### config.mk
export PLATFORM = sky130hd
export DESIGN_NAME = pipe_ctrl
export DESIGN_NICKNAME = d
export VERILOG_FILES = /design/src/rtl/pipe_pkg.sv /design/src/rtl/pipe_hazard_det.sv /design/src/rtl/pipe_ctrl.sv
export SDC_FILE = /design/constraint.sdc
export NUM_CORES = 1
export LEC_CHECK = 0
export BUFFER_PORTS_ARGS = -buffer_cell sky130_fd_sc_hd__buf_2
export CORE_AREA = 2 2 84 86
export CTS_CLUSTER_DIAMETER = 80
export DETAILED_ROUTE_END_ITERATION = 10
export DIE_AREA = 0 0 86 88
export HOLD_SLACK_MARGIN = 0.12
export PLACE_DENSITY = 0.76
export SLEW_MARGIN = 40
export SYNTH_ARGS = -nofsm -noshare
export SYNTH_HDL_FRONTEND = slang
export SYNTH_HIERARCHICAL = 1
export SYNTH_SLANG_ARGS = --single-unit
### constraint.sdc
create_clock -name clk -period 1.9 [get_ports clk]
set_input_delay 0.475 -clock clk [delete_from_list [all_inputs] [get_ports clk]]
set_output_delay 0.475 -clock clk [all_outputs]
set_load 0.03 [all_outputs]
### src/rtl/pipe_pkg.sv
// Shared definitions for the pipeline stall/flush sequencer: stage indices,
// controller state encoding and the fixed stall/flush patterns.
package pipe_pkg;

  // Bit positions in the stall/flush vectors, front of the pipe first.
  localparam int PC_I    = 0;
  localparam int IFID_I  = 1;
  localparam int IDEX_I  = 2;
  localparam int EXMEM_I = 3;
  localparam int MEMWB_I = 4;

  typedef enum logic {
    RUN      = 1'b0,
    MEM_WAIT = 1'b1
  } pipe_state_e;

  // Memory back-pressure: hold everything upstream of MEM/WB and retire
  // a bubble into MEM/WB so the stalled access is not written back twice.
  localparam logic [4:0] MEM_STALL = 5'b01111;
  localparam logic [4:0] MEM_FLUSH = 5'b10000;
  // Taken branch: squash the two younger instructions (IF/ID, ID/EX).
  localparam logic [4:0] BR_STALL  = 5'b00000;
  localparam logic [4:0] BR_FLUSH  = 5'b00110;
  // Load-use: hold PC and IF/ID, inject one bubble into ID/EX.
  localparam logic [4:0] LU_STALL  = 5'b00011;
  localparam logic [4:0] LU_FLUSH  = 5'b00100;
  // Fetch not ready: hold PC, bubble into IF/ID.
  localparam logic [4:0] IF_STALL  = 5'b00001;
  localparam logic [4:0] IF_FLUSH  = 5'b00010;
  // Reset: every register loads a bubble, nothing held.
  localparam logic [4:0] RST_FLUSH = 5'b11111;
  localparam logic [4:0] NO_CTRL   = 5'b00000;

endpackage

### src/rtl/pipe_hazard_det.sv
// Load-use hazard comparator: flags an ID-stage source register that is
// written by a load currently in EX. Purely combinational.
module pipe_hazard_det (
  input  logic       id_re1_i,
  input  logic [4:0] id_ra1_i,
  input  logic       id_re2_i,
  input  logic [4:0] id_ra2_i,
  input  logic       ex_ld_i,
  input  logic       ex_we_i,
  input  logic [4:0] ex_wa_i,
  output logic       hazard_o
);

  logic src1_hit;
  logic src2_hit;

  // Register x0 never carries a dependency, so a zero destination is ignored.
  always_comb begin
    src1_hit = id_re1_i && (id_ra1_i == ex_wa_i);
    src2_hit = id_re2_i && (id_ra2_i == ex_wa_i);
    hazard_o = ex_ld_i && ex_we_i && (ex_wa_i != 5'd0) && (src1_hit || src2_hit);
  end

endmodule

### src/rtl/pipe_ctrl.sv
// Stall/flush sequencer for the PC, IF/ID, ID/EX, EX/MEM and MEM/WB registers.
// Optional performance counters are built when PIPE_CTRL_PERF_EN is defined;
// otherwise perf_stall/perf_flush are tied to zero.
//
// Control semantics: stall[i]=1 means register i holds its value on the next
// edge; flush[i]=1 means register i loads a bubble on the next edge. if_req and
// mem_req are "not ready" levels from IF and MEM; the stage is ready on a
// cycle where its request is low. Decisions are combinational and apply at the
// coming clock edge.
module pipe_ctrl import pipe_pkg::*; #(
  parameter int SHADOW  = 1,
  parameter int TIMEOUT = 256
) (
  input  logic        clk,
  input  logic        rst,
  input  logic        id_re1,
  input  logic [4:0]  id_ra1,
  input  logic        id_re2,
  input  logic [4:0]  id_ra2,
  input  logic        ex_ld,
  input  logic        ex_we,
  input  logic [4:0]  ex_wa,
  input  logic        ex_br,
  input  logic [31:0] ex_br_addr,
  input  logic        if_req,
  input  logic        mem_req,
  output logic [4:0]  stall,
  output logic [4:0]  flush,
  output logic        pc_redir,
  output logic [31:0] pc_target,
  output logic        busy_err,
  output logic [31:0] perf_stall,
  output logic [31:0] perf_flush,
  output logic        dbg_state
);

  localparam logic [2:0]  SHADOW_LD = 3'(SHADOW);
  localparam logic [15:0] WD_LAST   = 16'(TIMEOUT - 1);

  logic        hazard;
  pipe_state_e state_q, state_d;
  logic [2:0]  shadow_q, shadow_d;
  logic [15:0] wd_q, wd_d;
  logic        busy_q, busy_d;

  pipe_hazard_det u_hazard (
    .id_re1_i (id_re1),
    .id_ra1_i (id_ra1),
    .id_re2_i (id_re2),
    .id_ra2_i (id_ra2),
    .ex_ld_i  (ex_ld),
    .ex_we_i  (ex_we),
    .ex_wa_i  (ex_wa),
    .hazard_o (hazard)
  );

  // Priority decision; the wrong-path shadow ORs an IF/ID flush on top.
  always_comb begin
    stall    = NO_CTRL;
    flush    = NO_CTRL;
    pc_redir = 1'b0;
    if (rst) begin
      flush = RST_FLUSH;
    end else if (mem_req) begin
      // A branch seen here stays in ID/EX and is acted on after release.
      stall = MEM_STALL;
      flush = MEM_FLUSH;
    end else if (ex_br) begin
      stall    = BR_STALL;
      flush    = BR_FLUSH;
      pc_redir = 1'b1;
    end else if (hazard) begin
      stall = LU_STALL;
      flush = LU_FLUSH;
    end else if (if_req) begin
      stall = IF_STALL;
      flush = IF_FLUSH;
    end
    if (!rst && !mem_req && (shadow_q != 3'd0)) begin
      flush[IFID_I] = 1'b1;
    end
  end

  // Next-state for the controller FSM, shadow window and memory watchdog.
  always_comb begin
    state_d  = mem_req ? MEM_WAIT : RUN;
    shadow_d = shadow_q;
    wd_d     = wd_q;
    busy_d   = busy_q;
    if (!mem_req) begin
      if (ex_br) begin
        shadow_d = SHADOW_LD;
      end else if (shadow_q != 3'd0) begin
        shadow_d = shadow_q - 3'd1;
      end
    end
    if (mem_req) begin
      if (wd_q == WD_LAST) begin
        busy_d = 1'b1;
      end else begin
        wd_d = wd_q + 16'd1;
      end
    end else begin
      wd_d = 16'd0;
    end
  end

  // Registered state, cleared synchronously by rst.
  always_ff @(posedge clk) begin
    if (rst) begin
      state_q  <= RUN;
      shadow_q <= 3'd0;
      wd_q     <= 16'd0;
      busy_q   <= 1'b0;
    end else begin
      state_q  <= state_d;
      shadow_q <= shadow_d;
      wd_q     <= wd_d;
      busy_q   <= busy_d;
    end
  end

  assign pc_target = ex_br_addr;
  assign busy_err  = busy_q;
  assign dbg_state = state_q;

`ifdef PIPE_CTRL_PERF_EN
  logic [31:0] perf_stall_q;
  logic [31:0] perf_flush_q;

  // Free-running event counters, wrapping modulo 2^32.
  always_ff @(posedge clk) begin
    if (rst) begin
      perf_stall_q <= 32'd0;
      perf_flush_q <= 32'd0;
    end else begin
      if (stall != NO_CTRL) perf_stall_q <= perf_stall_q + 32'd1;
      if (pc_redir)         perf_flush_q <= perf_flush_q + 32'd1;
    end
  end

  assign perf_stall = perf_stall_q;
  assign perf_flush = perf_flush_q;
`else
  assign perf_stall = 32'd0;
  assign perf_flush = 32'd0;
`endif

endmodule
==> results of run 1 <==
## synthesized netlist by cell type
library cell                count  area [um2]
sky130_fd_sc_hd__o211ai_2       1        12.5
sky130_fd_sc_hd__nand2b_1       2        12.5
sky130_fd_sc_hd__a2111oi_2      1        15.0
sky130_fd_sc_hd__a211oi_1       2        15.0
sky130_fd_sc_hd__dfxtp_1       21         420
sky130_fd_sc_hd__nor2_1        20        75.1
sky130_fd_sc_hd__or2_2          2        12.5
sky130_fd_sc_hd__a31o_1         2        17.5
sky130_fd_sc_hd__ha_1           3        37.5
sky130_fd_sc_hd__nand2_1        7        26.3
sky130_fd_sc_hd__nor3_1         3        15.0
sky130_fd_sc_hd__nand4_1        2        12.5
sky130_fd_sc_hd__nand4bb_1      1        11.3
sky130_fd_sc_hd__conb_1         1        3.75
sky130_fd_sc_hd__nor2b_1        1        6.26
sky130_fd_sc_hd__a31oi_1        5        31.3
sky130_fd_sc_hd__nor4_1         8        50.1
sky130_fd_sc_hd__a21o_1         2        15.0
sky130_fd_sc_hd__nor4_2         2        25.0
sky130_fd_sc_hd__inv_1          9        33.8
sky130_fd_sc_hd__xor2_1         8        70.1
sky130_fd_sc_hd__or4_1          1        7.51
sky130_fd_sc_hd__o21bai_1       1        7.51
sky130_fd_sc_hd__mux2i_1        2        20.0
sky130_fd_sc_hd__xnor2_1        9        78.8
sky130_fd_sc_hd__o21ba_1        1        10.0
sky130_fd_sc_hd__and3_1         2        12.5
sky130_fd_sc_hd__buf_2          2        10.0
sky130_fd_sc_hd__nand3_1        6        30.0
sky130_fd_sc_hd__clkbuf_1       2        7.51
sky130_fd_sc_hd__o21ai_0        6        30.0
sky130_fd_sc_hd__buf_4        100         751
sky130_fd_sc_hd__a21oi_1        6        30.0
sky130_fd_sc_hd__inv_2          1        3.75
sky130_fd_sc_hd__nand4_2        1        12.5
## area by class of cell
type / instances / area [um2] / share of cell area [%]
clock buffer: 3 / 41.3 / 2.12
clock inverter: 1 / 5.00 / 0.257
inverter: 10 / 37.5 / 1.93
multi-input combinational: 172 / 1020 / 52.5
sequential: 21 / 420 / 21.6
tap: 80 / 100 / 5.14
timing repair buffer: 46 / 320 / 16.5
## routing by layer
metal / up-vias / share of wire (%)
met5: - / 0
met4: 0 / 4.6
met1: 625 / 34
met2: 88 / 52
met3: 23 / 8.9
li1: 653 / -
## sequential cells by signal, indices dropped and copies added, names as in the netlist
| register | count |
|---|---|
| wd_q | 16 |
| busy_err | 1 |
| shadow_q | 3 |
| dbg_state | 1 |
## worst max-delay path, cell delays in order
cell and delay [ps]:
sky130_fd_sc_hd__buf_8 100, sky130_fd_sc_hd__or4_4 530, sky130_fd_sc_hd__o211ai_2 160, sky130_fd_sc_hd__a21oi_2 70
sky130_fd_sc_hd__a21oi_2 190, sky130_fd_sc_hd__nor2_4 70, sky130_fd_sc_hd__a21o_4 180, sky130_fd_sc_hd__buf_6 130
## where the power goes
part	internal (mW)	switching, mW
registers	0.447	0.00378
clock network	0.146	0.147
logic	0.0888	0.275
total	0.682	0.426
## repair_timing
item,4_1_cts,5_1_grt
gates cloned,0,0
setup buffers,2,0
endpoints found under the setup margin,4,4
pin swaps,8,5
resized for setup,13,13
## metrics by stage
step	setup WS, ps	util, %	total power, mW
after floorplan	-261	-	0.961
after global placement	-461	26.9	0.790
after detailed placement	-488	26.9	0.795
after CTS	-482	28.5	1.10
after global routing	-532	29.3	1.16
final	-474	29.3	1.11
## cells by family after synthesis
group                    synth area share [%]
XOR/XNOR                                 7.72
multiplexers                             1.04
AO/OA/AOI/OAI                            9.53
AND/OR/NAND/NOR                          16.0
other                                   0.194
adder cells (fa/ha/maj)                  1.95
buffers and inverters                    41.8
flip-flops                               21.8
## worst min-delay path by stage
stage               cells after the start                     to  slack, ps                   from
floorplan                               1   wd_q[7]$_SDFFE_PN0P_        430   wd_q[7]$_SDFFE_PN0P_
global placement                        1   wd_q[7]$_SDFFE_PN0P_        450   wd_q[7]$_SDFFE_PN0P_
detailed placement                      1  busy_err$_SDFFE_PP0P_        460  busy_err$_SDFFE_PP0P_
CTS                                     1   wd_q[7]$_SDFFE_PN0P_        480   wd_q[7]$_SDFFE_PN0P_
global route                            1   wd_q[7]$_SDFFE_PN0P_        490   wd_q[7]$_SDFFE_PN0P_
finish                                  1  busy_err$_SDFFE_PP0P_        470  busy_err$_SDFFE_PP0P_
==> results.md, run 1 <==
- Class of the most critical setup path: input port to primary output
- Worst Hold Class: register to register
- Antenna-violating nets left: 0
- Sequential cell area fraction in the yosys report: 21.8%
- Register bit count reported by yosys: 21
- GP Congestion: between 0.7 and 0.8
- Count of routing violations after the opening detailed-route iteration: 55
- Final non-filler cell total: 333
- Post-route worst hold slack: roughly 470 ps
- Share of the cycle needed by the critical path after routing: 125%
- Met2 Resource Use GR: approximately 17%
- Leakage dissipation: between 0.8 and 0.9 nW
- Total vias in the final route: 1389
- Worst Path Max Fanout: 3
- Detail-routed via count per cell: ~4.2
- Cell area after placement: ~1800 um2
- Final period demand of the worst path: 2370 ps
- Reg2reg setup slack: 310 ps
- Post-layout net count: 313
- Capturing element type of the critical path: primary output
- Latest clock arrival within the worst-skew pair: ~270 ps
- Commonest non-fill, non-tap cells in the layout: sky130_fd_sc_hd__conb_1 (65), sky130_fd_sc_hd__buf_2 (25), sky130_fd_sc_hd__dfxtp_1 (21)
- M3 GR Usage: approximately 2.4%
- Routed wire length: ~3600 um
- Startpoint of the most critical setup path: ex_wa[1]
- Count of standard-cell rows: 30
- CTS tree: done
- Die Footprint: between 7000 and 8000 um2
- Std-Cell Core Area: approximately 6600 um2
- CTS H-tree lvls: 1
- Most common library cell in the layout ignoring fill and taps: sky130_fd_sc_hd__conb_1
- WP data arrival: 1900 ps
- Peak clock frequency supported by timing: ~0.42 GHz
- Maximum VDD drop: about 0.00023 V
- Finish-stage setup viols: 4
- CTS Buf Count: 3
- Combined global-route utilization of all metal layers: ~9.1%
- Total overflow reported by the global router: 0
- Skew final: around 9.2 ps
- Initial antenna violation count: 0
- FF-to-FF path depth: 5
- Required time worst endpoint: around 1400 ps
- Die span in y: just under 90 um
- Final worst slack: -474 ps
- Sink Count: 21
- Violated checks: negative setup slack
- Port-buffer cells: 35
- Worst reg2reg path startpoint: wd_q[8]$_SDFFE_PN0P_
- Number of warning messages in the yosys log: 6
- Layout cells sized above 1: approximately 28%
- Pin count of the biggest net entering global routing: 13
- Post-CTS Hold Buffers: 0
- R2r endpoint: busy_err$_SDFFE_PP0P_
- PD cells: around 570 nW/um2
- Routed wire per std cell: about 11 um
- Number of diodes: 0
- GR Util met1: approximately 9.0%
- Outcome: finished, violations left
- Mapped Cells: 243
- Layout overhead on the synthesized area: 0.908%
- Number of cells in the design after placement: approximately 330
- Netlist area before placement: between 1500 and 2000 um2
- Clock root buffer: sky130_fd_sc_hd__clkbuf_8
- Area of all placed cells without fillers: 1950 um2
- Count of unresolved DRC violations after routing: 0
- Final Hold Viols: 0
- Capturing instance or port of the critical path: stall[0]
- Setup total negative slack: -1590 ps
- Iteration count of the initial detailed-routing pass: 6
- Busiest metal layer after global routing: met2
- Setup crit start kind: input port
- Final slew viol count: 0
- Hpwl dp: approximately 2800 um
- Avg Inst Size Synth: just under 8 um2
- RSZ-0062 raised after global routing: true
- I/O pin total: around 170
- Number of maximum-capacitance constraint violations: 0
- Maximum clock path buffer count: 2
- FILL cells: ~710
- Number of global-route vias before repair: around 1300
- Die width: about 86 um
- Global-route wire length before repair: roughly 5500 um
- Clock slew at the register clock pins of the worst setup and hold paths: about 80 ps
- Count of cell types in the netlist: 35
- Starting density of the core: 29.0%
(Power assumes the default switching activity.)
==> run 2: changes to the inputs <==
--- a/config.mk
+++ b/config.mk
@@ -11,7 +11,7 @@
 export DETAILED_ROUTE_END_ITERATION = 10
 export DIE_AREA = 0 0 86 88
 export HOLD_SLACK_MARGIN = 0.12
-export PLACE_DENSITY = 0.76
+export PLACE_DENSITY = 0.66
 export SLEW_MARGIN = 40
 export SYNTH_ARGS = -nofsm -noshare
 export SYNTH_HDL_FRONTEND = slang
==> run 2 against run 1 <==
The run still ends with negative setup slack left. Utilization up 0.094 points. Routed wire length is 6.6% lower. Worst setup slack gained 35 ps. Fmax grew 1.5%. Combinational power about the same. Clock power barely moved. Total power is 0.12% higher. Largest power group unchanged.
==> results.md, run 2 (synthesis results as in run 1) <==
- Post-route worst hold slack: 474 ps (-0.224 ps)
- Maximum clock path buffer count: 2 (unchanged)
- Detailed-routing wirelength on met1: 1250 um (+2.2%)
- Required time worst endpoint: 1420 ps (about the same)
- Most common library cell in the layout ignoring fill and taps: sky130_fd_sc_hd__conb_1
- Leakage dissipation: 0.906 nW (+1.4%)
- Violated checks: negative setup slack
- Maximum VDD drop: 0.000183 V (-20%)
- I/O pin total: 165 (unchanged)
- Share of the cycle needed by the critical path after routing: 123% (-1.8 points)
- Die span in y: 88 um (unchanged)
- Setup total negative slack: -1710 ps (-114 ps)
- Number of diodes: 0 (unchanged)
- Class of the most critical setup path: input port to primary output
- Count of standard-cell rows: 30 (unchanged)
- Starting density of the core: 29.0% (unchanged)
- Worst-case setup slack after placement: -482 ps (+5.76 ps)
- Delay of the slowest cell on the worst path: 520 ps (about the same)
- Total overflow reported by the global router: 0 (unchanged)
- CTS H-tree lvls: 1 (unchanged)
- Combined global-route utilization of all metal layers: 8.56% (-0.57 points)
- Cells traversed along the worst timing path: buf_8 > or4_4 > o211ai_2 > a21oi_2 > a21oi_2 > nor2_4 > a21o_4 > buf_6
- Number of maximum-capacitance constraint violations: 0 (unchanged)
- Layout cells sized above 1: 27.7% (-0.72 points)
- Capturing element type of the critical path: primary output
- Outcome: finished, violations left
- CTS Buf Count: 3 (unchanged)
- Worst Hold Class: register to register
- Crit-path slowest cell: sky130_fd_sc_hd__or4_4
- Number of global-route vias before repair: 1123 (-13%)
- Detail-routed via count per cell: 4.13 (-0.89%)
- Antenna-violating nets left: 0 (unchanged)
- Post-CTS Hold Buffers: 0 (unchanged)
- PD cells: 568 nW/um2 (-0.20%)
- Clock slew at the register clock pins of the worst setup and hold paths: 70 ps (about the same)
- Latest clock arrival within the worst-skew pair: 260 ps (about the same)
- Layout overhead on the synthesized area: 1.23%
- Total vias in the final route: 1389 (unchanged)
- Setup crit start kind: input port
- Post-layout net count: 316 (+0.96%)
- FILL cells: 720 (+1.1%)
- Die width: 86 um (unchanged)
- Routed wire length: 3330 um (-6.6%)
- Worst Path Max Fanout: 3 (unchanged)
- Final period demand of the worst path: 2340 ps (-35.1 ps)
- Commonest non-fill, non-tap cells in the layout: sky130_fd_sc_hd__conb_1 (65), sky130_fd_sc_hd__buf_2 (26), sky130_fd_sc_hd__dfxtp_1 (21)
- Wire length on met3: 321 um (+1.6%)
- Final Hold Viols: 0 (unchanged)
- Pin count of the biggest net entering global routing: 13 (unchanged)
- WP data arrival: 1860 ps (-40 ps)
- Std-Cell Core Area: 6640 um2 (unchanged)
- Most Frequent Cell on Critical Path: sky130_fd_sc_hd__a21oi_2
- Sink Count: 21 (unchanged)
- Global-route wire length before repair: 5060 um (-8.6%)
- Finish-stage setup viols: 4 (unchanged)
- Initial antenna violation count: 0 (unchanged)
- Highest Signal Layer: met4
- Largest registers: wd_q: 16 flops, shadow_q: 3 flops
- Port-buffer cells: 35 (unchanged)
- Final worst slack: -439 ps (+35.1 ps)
- GP Congestion: 0.769 (+1.5%)
- Detailed route wirelength on metal2: 1710 um (-8.1%)
- Top reg by flops: wd_q
- CTS tree: done
- Number of flip-flops under the largest register name: 16 (unchanged)
- Post-route total power: 1.11 mW (+0.12%)
- Final slew viol count: 0 (unchanged)
- Count of routing violations after the opening detailed-route iteration: 46 (-16%)
- Iteration count of the initial detailed-routing pass: 4 (-2)
- RSZ-0062 raised after global routing: true
- Hpwl dp: 2670 um (-3.6%)
- Count of unresolved DRC violations after routing: 0 (unchanged)
- Routed wire per std cell: 9.91 um (-7.4%)
- Peak clock frequency supported by timing: 0.428 GHz (+1.5%)
- Die Footprint: 7570 um2 (unchanged)
- Skew final: 3.02 ps (-6.16 ps)
- Clock root buffer: sky130_fd_sc_hd__clkbuf_8
==> run 2: routing by layer <==
metal / GRT usage (%) / up-vias
met1: 8.78 / 623
li1: - / 663
met3: 3.39 / 11
met5: 0 / -
met4: 3.03 / 0
met2: 15.8 / 92
==> run 2: power breakdown <==
group / switching (mW) / internal [mW]
clock network: 0.143 / 0.150
logic: 0.274 / 0.0917
registers: 0.00309 / 0.447
==> run 2: metrics by stage <==
step	instance area, um2	instances	util, %
2_1_floorplan	2210	307	-
6_report	1950	336	29.4
3_3_place_gp	1810	330	27.2
4_1_cts	1910	336	28.8
3_5_place_dp	1810	330	27.2
5_1_grt	1950	336	29.4
==> run 2: layout make-up <==
cell class | count | area (um2) | area share [%]
clock buffers | 4 | 45.0 | 2.31
inverters | 10 | 37.5 | 1.92
repair buffers | 49 | 344 | 17.6
well taps | 80 | 100 | 5.12
flip-flops and latches | 21 | 420 | 21.5
multi-input cells | 172 | 1010 | 51.5
==> run 2: critical path: cells and delay by family <==
kind                   cells  cell delay [ps]
AO/OA/AOI/OAI              4              570
buffers and inverters      2              230
AND/OR/NAND/NOR            2              580
==> run 2: what timing repair did <==
action,4_1_cts,5_1_grt
setup endpoints to repair,4,4
buffers inserted,2,0
resized for setup,15,9
cloned,0,0
pin swaps,7,5
==> run 2: final timing paths <==
kind,start,end,depth (start not counted),slack [ps]
hold / removal,wd_q[7]$_SDFFE_PN0P_,wd_q[7]$_SDFFE_PN0P_,1,470
setup reg to reg,wd_q[15]$_SDFFE_PN0P_,wd_q[4]$_SDFFE_PN0P_,4,290
hold reg to reg,wd_q[7]$_SDFFE_PN0P_,wd_q[7]$_SDFFE_PN0P_,1,470
setup / recovery,ex_wa[1],stall[0],8,-440
